$ cat src/rtl/multicycle_sequencer_if.sv
// multicycle_sequencer_if: control inputs and decoder-facing outputs of the step sequencer.
interface multicycle_sequencer_if #(parameter int RET_W = 16) ();
   logic             Start;
   logic             StepMode;
   logic             Step;
   logic             MemWait;
   logic [4:0]       InsM;
   logic [1:0]       InsL;
   logic [2:0]       Cnt;
   logic             Busy;
   logic             Halted;
   logic             Retire;
   logic [RET_W-1:0] RetireCount;
   modport master (
      input  Start, StepMode, Step, MemWait, InsM, InsL,
      output Cnt, Busy, Halted, Retire, RetireCount
   );
   modport slave (
      output Start, StepMode, Step, MemWait, InsM, InsL,
      input  Cnt, Busy, Halted, Retire, RetireCount
   );
endinterface

$ cat src/rtl/multicycle_sequencer.sv
// multicycle_sequencer: per-instruction step code generator with stalls, run/pause/halt and retire counting.
module multicycle_sequencer #(
   parameter int RET_W = 16
) (
   input logic                   Clk,
   input logic                   Rst,
   multicycle_sequencer_if.master bus
);
   typedef enum logic [1:0] {IDLE, RUN, PAUSE, HALT} state_t;
   state_t           state_q, state_d;
   logic [2:0]       cnt_q, cnt_d, last;
   logic             retire_q, retire_d, busy_q, halted_q;
   logic [RET_W-1:0] count_q, count_d;
   logic             jmp, nop, hlt, cmp, st, stall;
   // Last-step decode; only meaningful from step 1 onward when the IR is loaded.
   always_comb begin
      jmp   = bus.InsM[4] && !bus.InsM[2];
      nop   = bus.InsM == 5'b11100 && !bus.InsL[0];
      hlt   = bus.InsM == 5'b11100 && bus.InsL == 2'b01;
      cmp   = bus.InsM == 5'b00110 && bus.InsL == 2'b01;
      st    = bus.InsM == 5'b00101 || (bus.InsM == 5'b00110 && bus.InsL == 2'b00);
      last  = (jmp || nop) ? 3'd1 : (hlt || cmp) ? 3'd2 : st ? 3'd3 : 3'd4;
      stall = bus.MemWait && (cnt_q == 3'd0 || cnt_q == 3'd3);
   end
   always_comb begin
      state_d  = state_q;
      cnt_d    = cnt_q;
      retire_d = 1'b0;
      count_d  = count_q;
      case (state_q)
         IDLE: if (bus.Start) begin
            state_d = RUN;
            cnt_d   = 3'd0;
         end
         RUN: if (!stall) begin
            if (cnt_q == 3'd0 || cnt_q < last) cnt_d = cnt_q + 3'd1;
            else begin
               retire_d = 1'b1;
               count_d  = count_q + 1'b1;
               state_d  = hlt ? HALT : bus.StepMode ? PAUSE : RUN;
               cnt_d    = (hlt || bus.StepMode) ? 3'd7 : 3'd0;
            end
         end
         PAUSE: if (bus.Step) begin
            state_d = RUN;
            cnt_d   = 3'd0;
         end
         default: ;
      endcase
   end
   always_ff @(posedge Clk or posedge Rst) begin
      if (Rst) begin
         state_q  <= IDLE;
         cnt_q    <= 3'd7;
         retire_q <= 1'b0;
         count_q  <= '0;
         busy_q   <= 1'b0;
         halted_q <= 1'b0;
      end else begin
         state_q  <= state_d;
         cnt_q    <= cnt_d;
         retire_q <= retire_d;
         count_q  <= count_d;
         busy_q   <= state_d == RUN;
         halted_q <= state_d == HALT;
      end
   end
   assign bus.Cnt         = cnt_q;
   assign bus.Busy        = busy_q;
   assign bus.Halted      = halted_q;
   assign bus.Retire      = retire_q;
   assign bus.RetireCount = count_q;
endmodule

$ cat src/flat_wrapper.sv
// flat-port wrapper written by rule: the top's interface ports become plain ports
module multicycle_sequencer_flat 
#(
   parameter int RET_W = 16
)
  (Clk, Rst, bus_Start, bus_StepMode, bus_Step, bus_MemWait, bus_InsM, bus_InsL, bus_Cnt, bus_Busy, bus_Halted, bus_Retire, bus_RetireCount);
  multicycle_sequencer_if #(.RET_W(RET_W)) bus_i ();
  input logic Clk;
  input logic Rst;
  input wire logic [$bits(bus_i.Start)-1:0] bus_Start;
  input wire logic [$bits(bus_i.StepMode)-1:0] bus_StepMode;
  input wire logic [$bits(bus_i.Step)-1:0] bus_Step;
  input wire logic [$bits(bus_i.MemWait)-1:0] bus_MemWait;
  input wire logic [$bits(bus_i.InsM)-1:0] bus_InsM;
  input wire logic [$bits(bus_i.InsL)-1:0] bus_InsL;
  output wire logic [$bits(bus_i.Cnt)-1:0] bus_Cnt;
  output wire logic [$bits(bus_i.Busy)-1:0] bus_Busy;
  output wire logic [$bits(bus_i.Halted)-1:0] bus_Halted;
  output wire logic [$bits(bus_i.Retire)-1:0] bus_Retire;
  output wire logic [$bits(bus_i.RetireCount)-1:0] bus_RetireCount;
  assign bus_i.Start = bus_Start;
  assign bus_i.StepMode = bus_StepMode;
  assign bus_i.Step = bus_Step;
  assign bus_i.MemWait = bus_MemWait;
  assign bus_i.InsM = bus_InsM;
  assign bus_i.InsL = bus_InsL;
  assign bus_Cnt = bus_i.Cnt;
  assign bus_Busy = bus_i.Busy;
  assign bus_Halted = bus_i.Halted;
  assign bus_Retire = bus_i.Retire;
  assign bus_RetireCount = bus_i.RetireCount;
  multicycle_sequencer #(.RET_W(RET_W)) u_core (.Clk(Clk), .Rst(Rst), .bus(bus_i));
endmodule
$ cat config.mk
export PLATFORM = sky130hd
export DESIGN_NAME = multicycle_sequencer_flat
export DESIGN_NICKNAME = d
export VERILOG_FILES = /design/src/rtl/multicycle_sequencer_if.sv /design/src/rtl/multicycle_sequencer.sv /design/src/flat_wrapper.sv
export SDC_FILE = /design/constraint.sdc
export NUM_CORES = 1
export LEC_CHECK = 0
export CORE_ASPECT_RATIO = 1.5
export CORE_MARGIN = 1
export CORE_UTILIZATION = 30
export CTS_BUF_LIST = sky130_fd_sc_hd__clkbuf_16
export CTS_CLUSTER_SIZE = 10
export DETAILED_ROUTE_END_ITERATION = 12
export GPL_TIMING_DRIVEN = 0
export PLACE_DENSITY = 0.5
export SLEW_MARGIN = 20
export SYNTH_ARGS = -nofsm -noshare
export SYNTH_HDL_FRONTEND = slang
export SYNTH_SLANG_ARGS = --single-unit
$ cat constraint.sdc
create_clock -name Clk -period 4.4 [get_ports Clk]
set_input_delay 0.88 -clock Clk [delete_from_list [all_inputs] [get_ports Clk]]
set_output_delay 0.88 -clock Clk [all_outputs]
set_load 0.005 [all_outputs]
==> flow_summary.yaml, run 1 <==
run_status:
  outcome: "complete, no violations"
yosys:
  synth_nets: 157
  synth_area_um2: 1430
  synth_edf_count: 0
  synth.avg_cell_area_um2: 10.4
  ys_seq_area_frac: 0.423
  ys_ff_latch: 24
  syn_inst: 138
  ys.warnings.count: 0
  async_reset_ff_frac: 1.00
  ys.flop_type: "dfrtp_1"
  synth.distinct_cells: 39
setup_path:
  cp_top_family: "simple AND/OR/NAND/NOR gates"
  worst_ep_required_time_ps: 4530
  cpPeakStageDelay_ps: 580
  cp_max_fo: 10
  crit_type: "primary input to flip-flop"
  crit_path_end_kind: "flip-flop"
  critPathLaunchType: "primary input"
  slowest_stage: "or4b_1"
  arrival_ps: 3730
  path_cells: "clkdlybuf4s50_1 -> or4b_1 -> a21oi_1 -> nand2b_1 -> ha_1 -> a211o_1 -> a2111oi_2 -> nor4_1 -> buf_6 -> nand2_4 -> mux2_1"
  crit_buf_inv: 2
drt:
  wire_per_inst_um: 13.0
  dr.pass1.iters: 3
  vias_per_cell: 4.85
  drc: 0
  totalWireLength_um: 3110
  vias: 1163
  drt_iter0_drc: 14
  postRouteAntennaNets: 0
floorplanning:
  dieArea_um2: 5050
  core_area_um2: 4540
  die_w_um: 58.4
  chipHeight_um: 86.6
  rows: 30
  pin_count: 35
  start_util: 0.315
clock_tree:
  ctsHoldBuffers: 0
  root_buffer: "clkbuf_16"
  h-tree-depth: 1
  cts_setup_buffers: 0
  ctsResizeCount: 0
  cts_num_sinks: 24
  clock_latency_ps: 260
  cts_tree: "yes"
  path_clk_slew_ps: 60
  cts_buffers: 3
  clockBufferDepth: 2
sta:
  holdWs_ps: 470
  fmax_ghz: 0.278
  rsz0062_at_grt: "false"
  setup_ws_ps: 808
  period_share: 0.816
  finalHoldViolCount: 0
  setup_viol: 0
  max_slew_margin: 0.383
  skew_ps: 6.52
  timing.setup.tns_ps: 0
  period_minus_slack_ps: 3590
  worstMarginPinSlew_ps: 925
  drv_slew: 0
finish:
  areaGrowthSynthToFinish_pct: 34.9
  antenna_cells: 0
  layout-drive-gt1-share: 0.102
  final_common_cell: "clkdlybuf4s50_1"
  mostFrequentLayoutCells: "clkdlybuf4s50_1, dfrtp_1, xnor2_1"
  nFillCells: 462
  utilization: 0.425
  fin_nets: 196
power_and_ir_drop:
  power.density_nw_per_um2: 557
  finalPower_uw: 1080
  vdd_drop_max_uv: 182
  p_leak_uw: 0.000817
global_routing:
  antenna_found_initial: 0
  grtUsageTotal: 0.138
  grt_pass1_wl_um: 5290
  grt_max_degree: 25
  grt_overflow: 0
  grt_pass1_vias: 1188
worst_hold_path:
  hold_class: "flip-flop to flip-flop"
place:
  dp_hpwl_um: 2410
  place.gp.congestion: 0.757
  preCtsSetupSlack_ps: 515
  io_buffers: 34
job:
  cap_violations: 0
-- kinds of logic after synthesis --
kind of cell    share of synthesized area
buf+inv                            0.0376
compound gates                      0.115
mux                               0.00787
xor+xnor                           0.0919
fa+ha+maj                          0.0525
flops                               0.423
simple gates                        0.272
-- flip-flops by register name, indices dropped and copies added, names as in the netlist --
signal / flops
u_core.bus.Cnt: 3
u_core.bus.Retire: 1
u_core.bus.Halted: 1
u_core.bus.RetireCount: 16
u_core.bus.Busy: 1
u_core.state_q: 2
-- worst paths after layout --
| path | start | endpoint | slack, ps | cells past startpoint |
|---|---|---|---|---|
| hold reg to reg | u_core.bus.RetireCount[15]$_DFFE_PP0P_ | u_core.bus.RetireCount[15]$_DFFE_PP0P_ | 470 | 1 |
| hold / removal | u_core.bus.RetireCount[15]$_DFFE_PP0P_ | u_core.bus.RetireCount[15]$_DFFE_PP0P_ | 470 | 1 |
| setup reg to reg | u_core.bus.Cnt[0]$_DFFE_PP1P_ | u_core.bus.RetireCount[15]$_DFFE_PP0P_ | 2100 | 7 |
| max in group asynchronous | Rst | u_core.bus.RetireCount[0]$_DFFE_PP0P_ | 2700 | 2 |
| setup / recovery | bus_InsM[1] | u_core.bus.RetireCount[1]$_DFFE_PP0P_ | 810 | 11 |
| min in group asynchronous | Rst | u_core.bus.Halted$_DFF_PP0_ | 1130 | 2 |
-- where the power goes --
group / switching, uW / internal [uW] / total [uW]
Combinational: 263 / 254 / 517
Sequential: 72.0 / 289 / 361
Clock: 75.6 / 121 / 197
-- routing by layer --
layer  share of wire  track usage  vias to the layer above
met2            0.56        0.257                       26
met1            0.40        0.144                      561
met4           0.023       0.0866                        0
met3           0.025       0.0149                        5
li1                -            -                      571
met5               0            0                        -
-- synth_stat cells, types with 4 or more instances --
library cell	count	share of area
xnor2_1	15	0.092
dfrtp_1	21	0.37
nand3_1	9	0.031
nand2b_1	5	0.022
nand4_1	8	0.035
inv_1	10	0.026
and3_1	5	0.022
a21oi_1	4	0.014
nand2_1	8	0.021
nor2_1	6	0.016
ha_1	6	0.052
-- area by class of cell --
cell class | instances | area [um^2] | share of cell area
Buffer | 2 | 16.3 | 0.00843
Clock buffer | 3 | 75.1 | 0.0389
Clock inverter | 1 | 3.75 | 0.00195
Inverter | 10 | 37.5 | 0.0195
Multi-Input combinational cell | 102 | 772 | 0.400
Sequential cell | 24 | 604 | 0.313
Tap cell | 64 | 80.1 | 0.0415
Timing Repair Buffer | 34 | 340 | 0.176
-- worst reg2reg max path: stages, from the launching register on --
cell and delay, ps:
dfstp_2 590, inv_1 60, ha_1 180, nor2b_1 170, o21a_1 300, nor4b_2 550
nand4_1 180, xnor2_1 150
-- through the flow --
step	std cells	instance area (um^2)
2_1_floorplan	138	1430
3_3_place_gp	236	1850
3_5_place_dp	236	1850
4_1_cts	240	1930
5_1_grt	240	1930
6_report	240	1930
Power figures use the tool's default switching activity.
==> run 2, diff against run 1 <==
clock period = 3.55 ns   (was 4.4 ns; I/O delays follow)
==> run 2 against run 1 <==
Effect of this change: final area rose by 0.78%; clock skew about the same; sequential power up 24%; wire length increased by 1.4%; critical path depth grew 2; sequential cell count did not move; critical endpoint unchanged.
==> flow_summary.yaml, run 2 (same netlist as run 1, synthesis figures left out) <==
global_routing:
  antenna_found_initial: 0
  grt_pass1_vias: 1188
  grt_pass1_wl_um: 5290
  grt_max_degree: 25
  grtUsageTotal: 0.138
  grt_overflow: 0
sta:
  fmax_ghz: 0.295
  setup_ws_ps: 159
  period_minus_slack_ps: 3390
  setup_viol: 0
  worstMarginPinSlew_ps: 925
  finalHoldViolCount: 0
  drv_slew: 0
  period_share: 0.955
  timing.setup.tns_ps: 0
  skew_ps: 6.52
  max_slew_margin: 0.383
floorplanning:
  start_util: 0.315
  chipHeight_um: 86.6
  rows: 30
  core_area_um2: 4540
  pin_count: 35
  dieArea_um2: 5050
  die_w_um: 58.4
power_and_ir_drop:
  p_int_uw: 823
  switching_share: 0.382
  power.density_nw_per_um2: 685
  clock_power_share: 0.183
  combPwrFrac: 0.481
  seqPwrFrac: 0.336
  vdd_drop_max_uv: 225
  p_switching_uw: 510
  p_leak_uw: 0.000856
job:
  cap_violations: 0
worst_hold_path:
  holdPathStages: 1
  hp-start: "u_core.bus.RetireCount[15]$_DFFE_PP0P_"
  hold_class: "flip-flop to flip-flop"
  holdPathEnd: "u_core.bus.RetireCount[15]$_DFFE_PP0P_"
setup_path:
  worst_ep_required_time_ps: 3680
  cp_max_fo: 10
  critPathLaunchType: "primary input"
  crit_type: "primary input to flip-flop"
  crit-reg2reg-launch: "u_core.bus.Cnt[0]$_DFFE_PP1P_"
  crit_path_end_kind: "flip-flop"
  r2r_slack_ps: 1250
  arrival_ps: 3530
  reg2regPathDepth: 7
  r2r-end: "u_core.bus.RetireCount[15]$_DFFE_PP0P_"
finish:
  layout-drive-gt1-share: 0.108
  stdcell_area_um2: 1940
  mostFrequentLayoutCells: "clkdlybuf4s50_1, dfrtp_1, xnor2_1"
  final_common_cell: "clkdlybuf4s50_1"
  antenna_cells: 0
  nFillCells: 460
  utilization: 0.428
  largest_reg_flops: 16
  fin_nets: 196
  areaGrowthSynthToFinish_pct: 36.0
  layoutNonFillerInstCount: 240
drt:
  wire_per_inst_um: 13.1
  vias: 1167
  drc: 0
  postRouteAntennaNets: 0
  totalWireLength_um: 3150
  vias_per_cell: 4.86
  drt_iter0_drc: 20
  dr.pass1.iters: 4
clock_tree:
  path_clk_slew_ps: 60
  root_buffer: "clkbuf_16"
  clock_latency_ps: 260
  cts_num_sinks: 24
  ctsHoldBuffers: 0
  cts_tree: "yes"
  clockBufferDepth: 2
  cts_buffers: 3
  h-tree-depth: 1
place:
  placed_area_um2: 1850
  place.gp.congestion: 0.757
  io_buffers: 34
  dp_cells: 236
  preCtsSetupSlack_ps: -165
  dp_hpwl_um: 2410
run_status:
  outcome: "complete, no violations"
[run 2: cell count changes in the layout (fill, tap and decap cells not counted), sizes merged]
cell / change
clkdlybuf4s50: -4
dlymetal6s2s: +4
[run 2: critical path, cell delays in order]
cell	delay, ps
clkdlybuf4s50_1	530
nand4_1	130
or3_1	320
a21oi_1	130
a31oi_1	80
nand2b_1	100
ha_1	240
a211o_1	300
a2111oi_2	290
nor4_1	130
buf_6	170
nand2_4	80
mux2_1	320
[run 2: metal layers]
metal,vias up,track usage,part of all wire
met3,5,0.0149,0.025
met2,26,0.257,0.56
li1,572,-,-
met4,0,0.0866,0.022
met1,564,0.144,0.39
met5,-,0,0
[run 2: power by group through the flow]
stage               Combinational (uW)  Clock [uW]  Sequential (uW)
floorplan                          422           0              438
global placement                   639           0              445
detailed placement                 653           0              452
CTS                                655         251              448
global route                       722         264              462
finish                             641         244              447
[run 2: area by class of cell]
type | count | area (um^2) | share of cell area
Multi-Input combinational cell | 102 | 777 | 0.400
Timing Repair Buffer | 34 | 350 | 0.180
Sequential cell | 24 | 604 | 0.311
Clock inverter | 1 | 3.75 | 0.00193
Inverter | 10 | 37.5 | 0.0193
Tap cell | 64 | 80.1 | 0.0412
Buffer | 2 | 16.3 | 0.00837
Clock buffer | 3 | 75.1 | 0.0386
[run 2: repair_timing]
| item | CTS | global route |
|---|---|---|
| setup buffers | 0 | 0 |
| endpoints found under the setup margin | 0 | 1 |
| resized for setup | 0 | 5 |
[run 2: stage by stage]
stage | hold WS, ps | total power, uW
final | 470 | 1330
after global routing | 502 | 1450
after CTS | 477 | 1350
after detailed placement | 469 | 1110
after global placement | 463 | 1080
after floorplan | 468 | 859
[run 2: how the worst max path moves through the flow]
stage                     start                                    end  slack, ps  depth (start not counted)
finish              bus_InsM[2]  u_core.bus.RetireCount[1]$_DFFE_PP0P_        160                         13
global route        bus_InsM[2]  u_core.bus.RetireCount[1]$_DFFE_PP0P_         -3                         13
CTS                 bus_InsM[4]  u_core.bus.RetireCount[1]$_DFFE_PP0P_        100                         13
detailed placement  bus_InsM[1]  u_core.bus.RetireCount[1]$_DFFE_PP0P_       -160                         11
global placement    bus_InsM[1]  u_core.bus.RetireCount[1]$_DFFE_PP0P_       -130                         11
floorplan           bus_InsM[1]  u_core.bus.RetireCount[1]$_DFFE_PP0P_        530                         10
